<file path="src/rtl/shift_writeback_if.sv">
// shift_writeback_if: bundles the shifter-side push port, the register-file
// write port and the architectural flag outputs of the writeback stage.
//   inValid/inReady           push handshake from the shift/rotate unit
//   shiftResult/shiftCarry    shifter result and raw carry
//   operation/shiftCount      op executed (00 SHL, 01 SHR, 10 ROL, 11 ROR) and count
//   destReg/updateFlags       destination register and C/Z update request
//   flush                     synchronous discard of buffered entries
//   rfReady/wbEn/wbAddr/wbData register-file write port
//   flagC/flagZ               architectural carry and zero flags
interface shift_writeback_if;
    logic       inValid;
    logic       inReady;
    logic [7:0] shiftResult;
    logic       shiftCarry;
    logic [1:0] operation;
    logic [2:0] shiftCount;
    logic [2:0] destReg;
    logic       updateFlags;
    logic       flush;
    logic       rfReady;
    logic       wbEn;
    logic [2:0] wbAddr;
    logic [7:0] wbData;
    logic       flagC;
    logic       flagZ;

    modport master (
        output inValid, shiftResult, shiftCarry, operation, shiftCount,
               destReg, updateFlags, flush, rfReady,
        input  inReady, wbEn, wbAddr, wbData, flagC, flagZ
    );

    modport slave (
        input  inValid, shiftResult, shiftCarry, operation, shiftCount,
               destReg, updateFlags, flush, rfReady,
        output inReady, wbEn, wbAddr, wbData, flagC, flagZ
    );
endinterface

</file>
<file path="src/rtl/shift_writeback.sv">
// shift_writeback: 2-entry writeback buffer behind the 8-bit shift/rotate unit.
// Captures result, resolved carry, destination and flag request at push, drains
// in order to the register-file write port and updates C/Z at pop.
//   clk   rising-edge clock
//   rstN  asynchronous active-low reset
//   bus   shift_writeback_if.slave (push port, write port, flags)
module shift_writeback #(
    parameter int DEPTH = 2
) (
    input logic              clk,
    input logic              rstN,
    shift_writeback_if.slave bus
);
    logic [7:0] data_q   [DEPTH];
    logic       carry_q  [DEPTH];
    logic       keep_c_q [DEPTH];
    logic       upd_q    [DEPTH];
    logic [2:0] dest_q   [DEPTH];
    logic       wr_ptr;
    logic       rd_ptr;
    logic [1:0] count;
    logic       flag_c;
    logic       flag_z;
    logic       push;
    logic       pop;
    logic       not_empty;
    logic       new_carry;

    assign not_empty = (count != 2'd0);
    assign bus.inReady = (count < 2'(DEPTH)) && !bus.flush;
    assign bus.wbEn    = not_empty && bus.rfReady && !bus.flush;
    assign bus.wbAddr  = not_empty ? dest_q[rd_ptr] : 3'd0;
    assign bus.wbData  = not_empty ? data_q[rd_ptr] : 8'd0;
    assign bus.flagC   = flag_c;
    assign bus.flagZ   = flag_z;
    assign push = bus.inValid && bus.inReady;
    assign pop  = bus.wbEn;
    // Rotates report the bit that wrapped around; shifts use the shifter's carry.
    assign new_carry = bus.operation[1] ? (bus.operation[0] ? bus.shiftResult[7] : bus.shiftResult[0])
                                        : bus.shiftCarry;

    always_ff @(posedge clk or negedge rstN) begin
        if (!rstN) begin
            for (int i = 0; i < DEPTH; i++) begin
                data_q[i]   <= 8'd0;
                carry_q[i]  <= 1'b0;
                keep_c_q[i] <= 1'b0;
                upd_q[i]    <= 1'b0;
                dest_q[i]   <= 3'd0;
            end
            wr_ptr <= 1'b0;
            rd_ptr <= 1'b0;
            count  <= 2'd0;
            flag_c <= 1'b0;
            flag_z <= 1'b0;
        end else if (bus.flush) begin
            wr_ptr <= 1'b0;
            rd_ptr <= 1'b0;
            count  <= 2'd0;
        end else begin
            if (push) begin
                data_q[wr_ptr]   <= bus.shiftResult;
                carry_q[wr_ptr]  <= new_carry;
                keep_c_q[wr_ptr] <= (bus.shiftCount == 3'd0);
                upd_q[wr_ptr]    <= bus.updateFlags;
                dest_q[wr_ptr]   <= bus.destReg;
                wr_ptr           <= ~wr_ptr;
            end
            if (pop) begin
                rd_ptr <= ~rd_ptr;
                if (upd_q[rd_ptr]) begin
                    flag_z <= (data_q[rd_ptr] == 8'd0);
                    if (!keep_c_q[rd_ptr])
                        flag_c <= carry_q[rd_ptr];
                end
            end
            count <= count + 2'(push) - 2'(pop);
        end
    end
endmodule

</file>
<file path="src/flat_wrapper.sv">
// flat-port wrapper written by rule: the top's interface ports become plain ports
module shift_writeback_flat 
#(
    parameter int DEPTH = 2
)
  (clk, rstN, bus_inValid, bus_shiftResult, bus_shiftCarry, bus_operation, bus_shiftCount, bus_destReg, bus_updateFlags, bus_flush, bus_rfReady, bus_inReady, bus_wbEn, bus_wbAddr, bus_wbData, bus_flagC, bus_flagZ);
  shift_writeback_if bus_i ();
  input logic clk;
  input logic rstN;
  input wire logic [$bits(bus_i.inValid)-1:0] bus_inValid;
  input wire logic [$bits(bus_i.shiftResult)-1:0] bus_shiftResult;
  input wire logic [$bits(bus_i.shiftCarry)-1:0] bus_shiftCarry;
  input wire logic [$bits(bus_i.operation)-1:0] bus_operation;
  input wire logic [$bits(bus_i.shiftCount)-1:0] bus_shiftCount;
  input wire logic [$bits(bus_i.destReg)-1:0] bus_destReg;
  input wire logic [$bits(bus_i.updateFlags)-1:0] bus_updateFlags;
  input wire logic [$bits(bus_i.flush)-1:0] bus_flush;
  input wire logic [$bits(bus_i.rfReady)-1:0] bus_rfReady;
  output wire logic [$bits(bus_i.inReady)-1:0] bus_inReady;
  output wire logic [$bits(bus_i.wbEn)-1:0] bus_wbEn;
  output wire logic [$bits(bus_i.wbAddr)-1:0] bus_wbAddr;
  output wire logic [$bits(bus_i.wbData)-1:0] bus_wbData;
  output wire logic [$bits(bus_i.flagC)-1:0] bus_flagC;
  output wire logic [$bits(bus_i.flagZ)-1:0] bus_flagZ;
  assign bus_i.inValid = bus_inValid;
  assign bus_i.shiftResult = bus_shiftResult;
  assign bus_i.shiftCarry = bus_shiftCarry;
  assign bus_i.operation = bus_operation;
  assign bus_i.shiftCount = bus_shiftCount;
  assign bus_i.destReg = bus_destReg;
  assign bus_i.updateFlags = bus_updateFlags;
  assign bus_i.flush = bus_flush;
  assign bus_i.rfReady = bus_rfReady;
  assign bus_inReady = bus_i.inReady;
  assign bus_wbEn = bus_i.wbEn;
  assign bus_wbAddr = bus_i.wbAddr;
  assign bus_wbData = bus_i.wbData;
  assign bus_flagC = bus_i.flagC;
  assign bus_flagZ = bus_i.flagZ;
  shift_writeback #(.DEPTH(DEPTH)) u_core (.clk(clk), .rstN(rstN), .bus(bus_i));
endmodule
</file>
<file path="config.mk">
export PLATFORM = sky130hd
export DESIGN_NAME = shift_writeback_flat
export DESIGN_NICKNAME = d
export VERILOG_FILES = /design/src/rtl/shift_writeback_if.sv /design/src/rtl/shift_writeback.sv /design/src/flat_wrapper.sv
export SDC_FILE = /design/constraint.sdc
export NUM_CORES = 1
export LEC_CHECK = 0
export ABC_AREA = 1
export BUFFER_PORTS_ARGS = -buffer_cell sky130_fd_sc_hd__clkbuf_2
export CORE_MARGIN = 2
export CORE_UTILIZATION = 40
export CTS_CLUSTER_DIAMETER = 80
export DETAILED_ROUTE_END_ITERATION = 8
export MAX_ROUTING_LAYER = met4
export PLACE_DENSITY = 0.61
export SKIP_LAST_GASP = 1
export SLEW_MARGIN = 5
export SYNTH_ARGS = -nofsm -noshare
export SYNTH_HDL_FRONTEND = slang
export SYNTH_SLANG_ARGS = --single-unit
</file>
<file path="constraint.sdc">
create_clock -name clk -period 2.15 [get_ports clk]
set_clock_uncertainty 0.2 [all_clocks]
set_input_delay 0.215 -clock clk [delete_from_list [all_inputs] [get_ports clk]]
set_output_delay 0.215 -clock clk [all_outputs]
set_load 0.1 [all_outputs]
</file>
Word level (Yosys, flattened, before mapping)
Cells that the tools add are included.
{"block": "word_totals", "register_bits": 34, "inputBits": 23, "out_inout_bits": 15, "word_cells": 76}
{"block": "classes", "addsub": 2, "n_lt_le_gt_ge": 4, "muxes": 35, "n_bitwise": 6, "reduce_logical": 14}
{"cell": "8-bit 2-to-1 mux", "n": 5}
{"cell": "16-bit bitwise mux", "n": 1}
{"cell": "1-bit 2-to-1 mux", "n": 16}
{"cell": "3-bit 2-to-1 mux", "n": 5}
{"cell": "8-bit demux with 1-bit select", "n": 1}
{"cell": "8-bit logical NOT", "n": 1}
{"cell": "2-bit bitwise mux", "n": 3}
{"cell": "6-bit bitwise mux", "n": 1}
{"cell": "2-bit nonzero test", "n": 3}
{"cell": "1-bit logical AND", "n": 5}
{"cell": "2-bit >= comparator, second input constant", "n": 2}
{"cell": "1-bit inverter", "n": 4}
{"cell": "1-bit inverter with 2-bit output", "n": 2}
{"cell": "4-bit AND reduction", "n": 1}
{"cell": "3-bit demux with 1-bit select", "n": 1}
{"cell": "3-bit logical NOT", "n": 1}
{"cell": "3-bit AND reduction", "n": 1}
{"cell": "2-bit by 1-bit adder with 2-bit output", "n": 1}
{"cell": "2-bit by 1-bit less-than comparator with 1-bit output, second input constant", "n": 1}
{"cell": "2-bit less-than comparator, second input constant", "n": 1}
{"cell": "2-bit 2-to-1 mux", "n": 1}
{"cell": "2-bit AND reduction", "n": 1}
{"cell": "2-bit by 1-bit subtractor with 2-bit output", "n": 1}
{"cell": "1-bit demux with 1-bit select", "n": 1}
{"cell": "1-bit logical NOT", "n": 1}

Longest topological paths before layout
Gate-level depths: netlist of the first run.
{"block": "logic_depth", "depth_word": 6, "ltp_mapped": 9, "depth_no_buf": 9}

Worst setup path after synthesis of the first run
Ideal clock, no wire load.
{"block": "synth_timing", "path_type": "register -> output", "startpoint": "reg u_core.count[1]", "endpoint": "out bus_wbAddr[1]", "arrival_ns": 2.231, "required_ns": 1.735, "slack_ns": -0.496, "stages_incl_launch_ff": 6, "n_path_buf": 1, "path_cell_list": "dfrtp_1 nor2_1 buf_2 inv_1 o21ai_0 a21oi_1"}
{"block": "synth_between", "elab_chain_len": 2}
{"item": "start: declaration", "line": "shift_writeback.sv:21", "source": "logic [1:0] count;"}
{"item": "start signal: assignment", "line": "shift_writeback.sv:77", "source": "count <= count + 2'(push) - 2'(pop);"}
{"item": "2-bit nonzero test", "line": "shift_writeback.sv:29", "source": "assign not_empty = (count != 2'd0);"}
{"item": "3-bit 2-to-1 mux", "line": "shift_writeback.sv:32", "source": "assign bus.wbAddr = not_empty ? dest_q[rd_ptr] : 3'd0;"}
{"item": "end: declaration", "line": "flat_wrapper.sv:21", "source": "output wire logic [$bits(bus_i.wbAddr)-1:0] bus_wbAddr;"}
Every way passes these cells.

Worst setup path in the final report of the first run
{"block": "layout_timing", "startpoint": "reg u_core.rd_ptr", "endpoint": "out bus_wbData[6]"}
{"block": "layout_between", "elab_chain_len": 5}
{"item": "start: declaration", "line": "shift_writeback.sv:20", "source": "logic rd_ptr;"}
{"item": "start signal: assignment", "line": "shift_writeback.sv:70", "source": "rd_ptr <= ~rd_ptr;"}
{"item": "1-bit inverter with 2-bit output (implied by the code)", "line": "shift_writeback.sv:33", "source": "assign bus.wbData = not_empty ? data_q[rd_ptr] : 8'd0;"}
{"item": "8-bit 2-to-1 mux (implied by the code) (3 in series)", "line": "shift_writeback.sv:33"}
{"item": "8-bit 2-to-1 mux", "line": "shift_writeback.sv:33"}
{"item": "end: declaration", "line": "flat_wrapper.sv:22", "source": "output wire logic [$bits(bus_i.wbData)-1:0] bus_wbData;"}
Every way passes these cells. The select of a mux whose other input is x is not followed.

==> out/summary.txt, run 1 <==
number of flops mapped to enable cells by yosys = 0
port bufs = 37
CP Launch Point = u_core.rd_ptr$_DFFE_PN0P_
synth top area cells = dfrtp_1, nand2_1, inv_1
hold crit path type = input port to flop
total iterations of the first detailed-routing run = 6
most common cell in the netlist = nand2_1
unrepaired setup endpoints after global routing = false
flops & latches, synth = 34
Final Max Slew Viols = 0
Yosys top cell area share = 47.4%
crit-path most repeated cell = nand2_1
Post-Layout Inst Area = 2480 sq um
Unique masters post-synth = 23
Setup violations, final = 0
Synth area leader = dfrtp_1
slew margin rel. = 44.4%
Post-Route WL = 3730 um
FF-to-FF Start = u_core.count[1]$_DFF_PN0_
Yosys warnings = 0
CTS tree = done
Routed WL per cell = 11.5 um
Routability Congestion = 0.786
Critical Path Slowest Stage Cell = dfrtp_1
setup bufs post-CTS = 0
top cells by count, synth = nand2_1, dfrtp_1, inv_1
first-pass GRT wire length = 6580 um
Final ANT Viol Nets = 0
clk slew on worst S/H paths = 0.07 ns
syn avg cell area = 8.23 sq um
Lkg Pwr = 0.00126 uW
Die Area = 5040 sq um
layout cells sized above 1 = 30.3%
Synth Flop Type = dfrtp_1
grt total ovfl = 0
placed cell area = 2180 sq um
vias in the first global route = 1426
syn nets = 243
Top-Level Pins = 38
Tmin final = 2.00 ns
area added between synthesis and finish = 38.4%
worst-margin pin slew = 0.834 ns
fill count = 382
vias per cell = 4.57
Antenna Cells = 0
Switching Share = 42.4%
setup ws final = 0.155 ns
synthesized instance count = 218
Core Area = 4320 sq um
drc violations = 0
critical-path cell list = inv_2 > nand2_1 > nand2_1 > nor2_1 > buf_12
asr flop ratio synth = 100%
crit path kind = flop to primary output
fin nets = 298
die height = 71.0 um
CTS Sinks = 34
detailed placer's ending HPWL = 2600 um
CTS Buffer Depth = 2
Highest Clock Rate = 501 MHz
worst stage delay on the critical path = 0.54 ns
post-layout util = 57.4%
Root Driver = clkbuf_8
floorplan row count = 24
sequential-to-total area share from yosys stat = 47.4%
Psw = 1410 uW
Chip Width = 71.0 um
WP data arrival = 1.58 ns
Worst Path Max Fanout = 12
GRT Total Usage = 17.2%
P_int = 1910 uW
clock group share of total power = 22.2%
largest net degree at the start of global routing = 35
Clock Latency Late Sink = 0.29 ns
initial core utilization = 41.5%
CTS Buf Count = 5
Max VDD drop = 0.730 mV
FF+latch area = 851 sq um
combinational power share = 48.4%
worst hold slack = 0.0126 ns
dpl ws = 0.239 ns
Synth Cell Area = 1790 sq um
period utilisation layout = 92.8%
H-tree depth = 2
final hold violations = 0
number of DRC markers in iteration 0 = 63
initial antenna violation count = 0
Worst EP required = 1.74 ns
Min-Delay Startpoint = bus_shiftCount[1]
routed via count = 1491
outcome = completed
max_cap viols = 0
area of the multi-input gates = 742 sq um
pwr/cell area = 1340 nW/um^2
Crit. End Element = primary output
sequential share of power = 29.4%
Critical Path Source Type = flop
[power by group through the flow]
stage | Combinational (uW) | Clock, uW | Sequential (uW)
3_5_place_dp | 1580 | 0 | 986
4_1_cts | 1610 | 752 | 973
6_report | 1600 | 735 | 976
5_1_grt | 1740 | 783 | 1000
3_3_place_gp | 1570 | 0 | 980
2_1_floorplan | 1090 | 0 | 1020
[layer usage]
metal | wire [um] | global-route usage, % | up-vias
met5 | 0 | - | -
met3 | 247 | 4.84 | 4
met1 | 1800 | 22.7 | 667
met4 | 33 | 4.40 | 0
met2 | 1650 | 26.2 | 47
li1 | - | - | 773
[worst max-delay path: cells and delay by family (launching register included)]
family	cells	cell delay, ns
buf+inv	2	0.40
simple gates	3	0.35
flops	1	0.54
[cell usage in the layout (no fill, tap or decap)]
cell type | synthesis | final
xor2_1 | 1 | 1
nor2_1 | 17 | 17
dfrtp_1 | 34 | 34
inv_2 | 2 | 2
xnor2_1 | 1 | 1
inv_6 | 1 | 1
nand2_2 | 11 | 11
nand2_4 | 2 | 2
bufinv_16 | 0 | 2
inv_8 | 1 | 1
nand2_1 | 67 | 67
a21oi_2 | 0 | 3
nand3_1 | 4 | 4
o21ai_2 | 10 | 10
clkbuf_2 | 0 | 25
buf_4 | 4 | 4
buf_12 | 2 | 12
clkbuf_8 | 0 | 6
ha_1 | 2 | 2
inv_1 | 28 | 27
o21ai_0 | 20 | 20
nor2_4 | 2 | 2
dlygate4sd3_1 | 0 | 15
or3_1 | 1 | 1
clkinvlp_4 | 0 | 1
nand2_8 | 1 | 1
nor3_1 | 2 | 2
[path summary, 6_finish.rpt]
kind                                                        to  slack (ns)  cells past startpoint
max in group asynchronous       u_core.keep_c_q[0]$_DFFE_PN0P_        0.87                      2
worst min register to register    u_core.dest_q[4]$_DFFE_PN0P_        0.27                      2
worst max register to register       u_core.count[1]$_DFF_PN0_        0.23                      9
min in group asynchronous        u_core.data_q[12]$_DFFE_PN0P_        0.36                      2
worst max-delay path                             bus_wbData[6]        0.15                      5
worst min-delay path            u_core.keep_c_q[0]$_DFFE_PN0P_        0.01                      3
[through the flow]
| step | setup TNS, ns | total power, uW | instances |
|---|---|---|---|
| floorplan | -3.18 | 2110 | 218 |
| global placement | 0 | 2550 | 303 |
| detailed placement | 0 | 2570 | 303 |
| CTS | 0 | 3330 | 325 |
| global route | 0 | 3520 | 326 |
| finish | 0 | 3310 | 326 |
[state kept, by name, indices dropped and copies added, names as in the netlist]
register / flops
u_core.data_q: 16
u_core.count: 2
u_core.keep_c_q: 2
u_core.carry_q: 2
u_core.dest_q: 6
u_core.upd_q: 2
u_core.bus.flagZ: 1
u_core.wr_ptr: 1
u_core.rd_ptr: 1
u_core.bus.flagC: 1
[repair_timing]
action / 4_1_cts / 5_1_grt
hold endpoints to repair: 60 / 1
endpoints found under the setup margin: 0 / 2
gates resized for setup: 0 / 2
hold buffers: 14 / 1
[cell type report]
cell class | count | area share, %
Clock buffer | 6 | 3.33
Clock inverter | 2 | 2.42
Inverter | 32 | 5.49
Multi-Input combinational cell | 144 | 29.9
Sequential cell | 34 | 34.3
Tap cell | 52 | 2.62
Timing Repair Buffer | 56 | 22.0
[cells by family (layout without fill, tap and decap cells)]
logic type,after synthesis,count (layout),share of synthesized area (%)
AND/OR/NAND/NOR,107,107,27.1
buffers and inverters,40,96,11.9
flip-flops,34,34,47.4
AO/OA/AOI/OAI,33,33,11.3
adder cells (fa/ha/maj),2,2,1.39
XOR/XNOR,2,2,0.976
Note: power is estimated with default switching activity, not from simulation.
==> inputs of run 2 (changes only) <==
--- a/config.mk
+++ b/config.mk
@@ -12,7 +12,7 @@
 export CTS_CLUSTER_DIAMETER = 80
 export DETAILED_ROUTE_END_ITERATION = 8
 export MAX_ROUTING_LAYER = met4
-export PLACE_DENSITY = 0.61
+export PLACE_DENSITY_LB_ADDON = 0.15
 export SKIP_LAST_GASP = 1
 export SLEW_MARGIN = 5
 export SYNTH_ARGS = -nofsm -noshare
==> out/summary.txt, run 2 (synthesis gave the netlist of run 1 again) <==
hold crit path type = input port to flop
max reg flops = 16 (unchanged)
Critical Path Source Type = input port
vias in the first global route = 1561 (+9.5%)
GRT Total Usage = 18.4% (+1.2 points)
FF+latch area = 851 sq um (unchanged)
Highest Clock Rate = 491 MHz (-2.1%)
clk slew on worst S/H paths = 0.07 ns (about the same)
Top-Level Pins = 38 (unchanged)
Worst EP required = 2.17 ns (+0.43 ns)
fill count = 411 (+7.6%)
Tmin final = 2.04 ns (+0.0422 ns)
drc violations = 0 (unchanged)
Lkg Pwr = 0.00124 uW (-1.7%)
detailed placer's ending HPWL = 2880 um (+11%)
Root Driver = clkbuf_8
port bufs = 37 (unchanged)
initial antenna violation count = 0 (unchanged)
worst stage delay on the critical path = 0.53 ns (about the same)
number of DRC markers in iteration 0 = 73 (+16%)
Critical Path Slowest Stage Cell = dlygate4sd3_1
biggest regs = u_core.data_q (16), u_core.dest_q (6)
Worst Path Max Fanout = 5 (-7)
max_cap viols = 0 (unchanged)
Die Area = 5040 sq um (unchanged)
slew margin rel. = 64.0% (+20 points)
initial core utilization = 41.5% (unchanged)
CTS Buf Count = 5 (unchanged)
Clock Latency Late Sink = 0.28 ns (about the same)
worst-margin pin slew = 0.542 ns (-0.292 ns)
largest register by flop count = u_core.data_q
Final Max Slew Viols = 0 (unchanged)
layout cells sized above 1 = 29.9% (-0.36 points)
crit-path leading delay family = buffers and inverters
fin nets = 298 (unchanged)
WP data arrival = 2.05 ns (+0.47 ns)
CTS Buffer Depth = 2 (unchanged)
commonest cells after routing, fill and taps aside = nand2_1, dfrtp_1, inv_1
CTS tree = done
Chip Width = 71.0 um (unchanged)
largest net degree at the start of global routing = 23 (-34%)
area of the multi-input gates = 734 sq um (-1.0%)
Antenna Cells = 0 (unchanged)
crit path kind = input port to flop
Post-Route WL = 3910 um (+4.6%)
final hold violations = 0 (unchanged)
final setup TNS = 0 ns (unchanged)
unrepaired setup endpoints after global routing = false
Routed WL per cell = 12.0 um (+4.6%)
Routability Congestion = 0.752 (-4.3%)
worst hold slack = 0.00860 ns (-0.00400 ns)
routed via count = 1501 (+0.67%)
grt total ovfl = 0 (unchanged)
H-tree depth = 2 (unchanged)
Final ANT Viol Nets = 0 (unchanged)
outcome = completed
Max VDD drop = 0.848 mV (+16%)
critical-path cell list = dlygate4sd3_1 > buf_2 > inv_1 > nand2_1 > clkinvlp_4 > ha_1 > inv_1 > ha_1 > xor2_1 > nor2_1
CTS Sinks = 34 (unchanged)
setup bufs post-CTS = 0 (unchanged)
first-pass GRT wire length = 7050 um (+7.2%)
most common cell after layout, fill and taps aside = nand2_1
pwr/cell area = 1270 nW/um^2 (-5.1%)
Core Area = 4320 sq um (unchanged)
floorplan row count = 24 (unchanged)
vias per cell = 4.60 (+0.67%)
die height = 71.0 um (unchanged)
area added between synthesis and finish = 34.8%
Crit. End Element = flop
Bufs and invs on worst path = 5 (+3)
r2r setup slk = 0.19 ns (-0.04 ns)
period utilisation layout = 94.8% (+2.0 points)
total iterations of the first detailed-routing run = 4 (-2)
Setup violations, final = 0 (unchanged)
run 2: report_power, final:
group | internal (uW) | switching, uW | total (uW)
clock | 258 | 227 | 486
combinational | 536 | 1070 | 1600
sequential | 876 | 101 | 977
run 2: metal layers:
layer  vias up  track usage, %  wire length, um
li1        772               -                -
met1       686            24.5             1890
met2        39            27.9             1780
met3         4            4.56              206
met4         0            5.45               27
met5         -               -                0
run 2: final cells by class:
cell class,count,share of cell area [%]
Clock buffer,7,3.57
Tap cell,52,2.69
Clock inverter,1,0.207
Multi-Input combinational cell,144,30.4
Timing Repair Buffer,56,22.3
Inverter,32,5.64
Sequential cell,34,35.2
run 2: tightest hold or removal path, stage by stage:
cell,delay (ns)
clkbuf_2,0.07
or3_1,0.09
o21ai_0,0.06
run 2: what timing repair did:
action | CTS | global route
endpoints found under the setup margin | 0 | 1
hold endpoints to repair | 39 | 0
resized for setup | 0 | 1
hold buffers | 13 | 0
run 2: worst paths after layout:
path                                              startpoint                              to  cells after the start
worst min-delay path                       bus_shiftCount[2]  u_core.keep_c_q[1]$_DFFE_PN0P_                      3
max in group asynchronous                               rstN    u_core.data_q[8]$_DFFE_PN0P_                      3
worst max register to register     u_core.count[1]$_DFF_PN0_       u_core.count[1]$_DFF_PN0_                      9
worst max-delay path                               bus_flush       u_core.count[1]$_DFF_PN0_                     10
min in group asynchronous                               rstN    u_core.data_q[5]$_DFFE_PN0P_                      2
worst min register to register  u_core.dest_q[5]$_DFFE_PN0P_    u_core.dest_q[5]$_DFFE_PN0P_                      2
run 2: through the flow:
step / total power [uW] / std cells / utilization [%] / worst slack [ns] / area, sq um
finish: 3060 / 326 / 55.9 / 0.113 / 2420
global route: 3270 / 326 / 55.9 / 0.0184 / 2420
CTS: 3100 / 326 / 55.9 / 0.111 / 2420
detailed placement: 2580 / 305 / 50.8 / 0.208 / 2200
global placement: 2560 / 305 / 50.8 / 0.269 / 2200
floorplan: 2110 / 218 / - / -0.496 / 1800
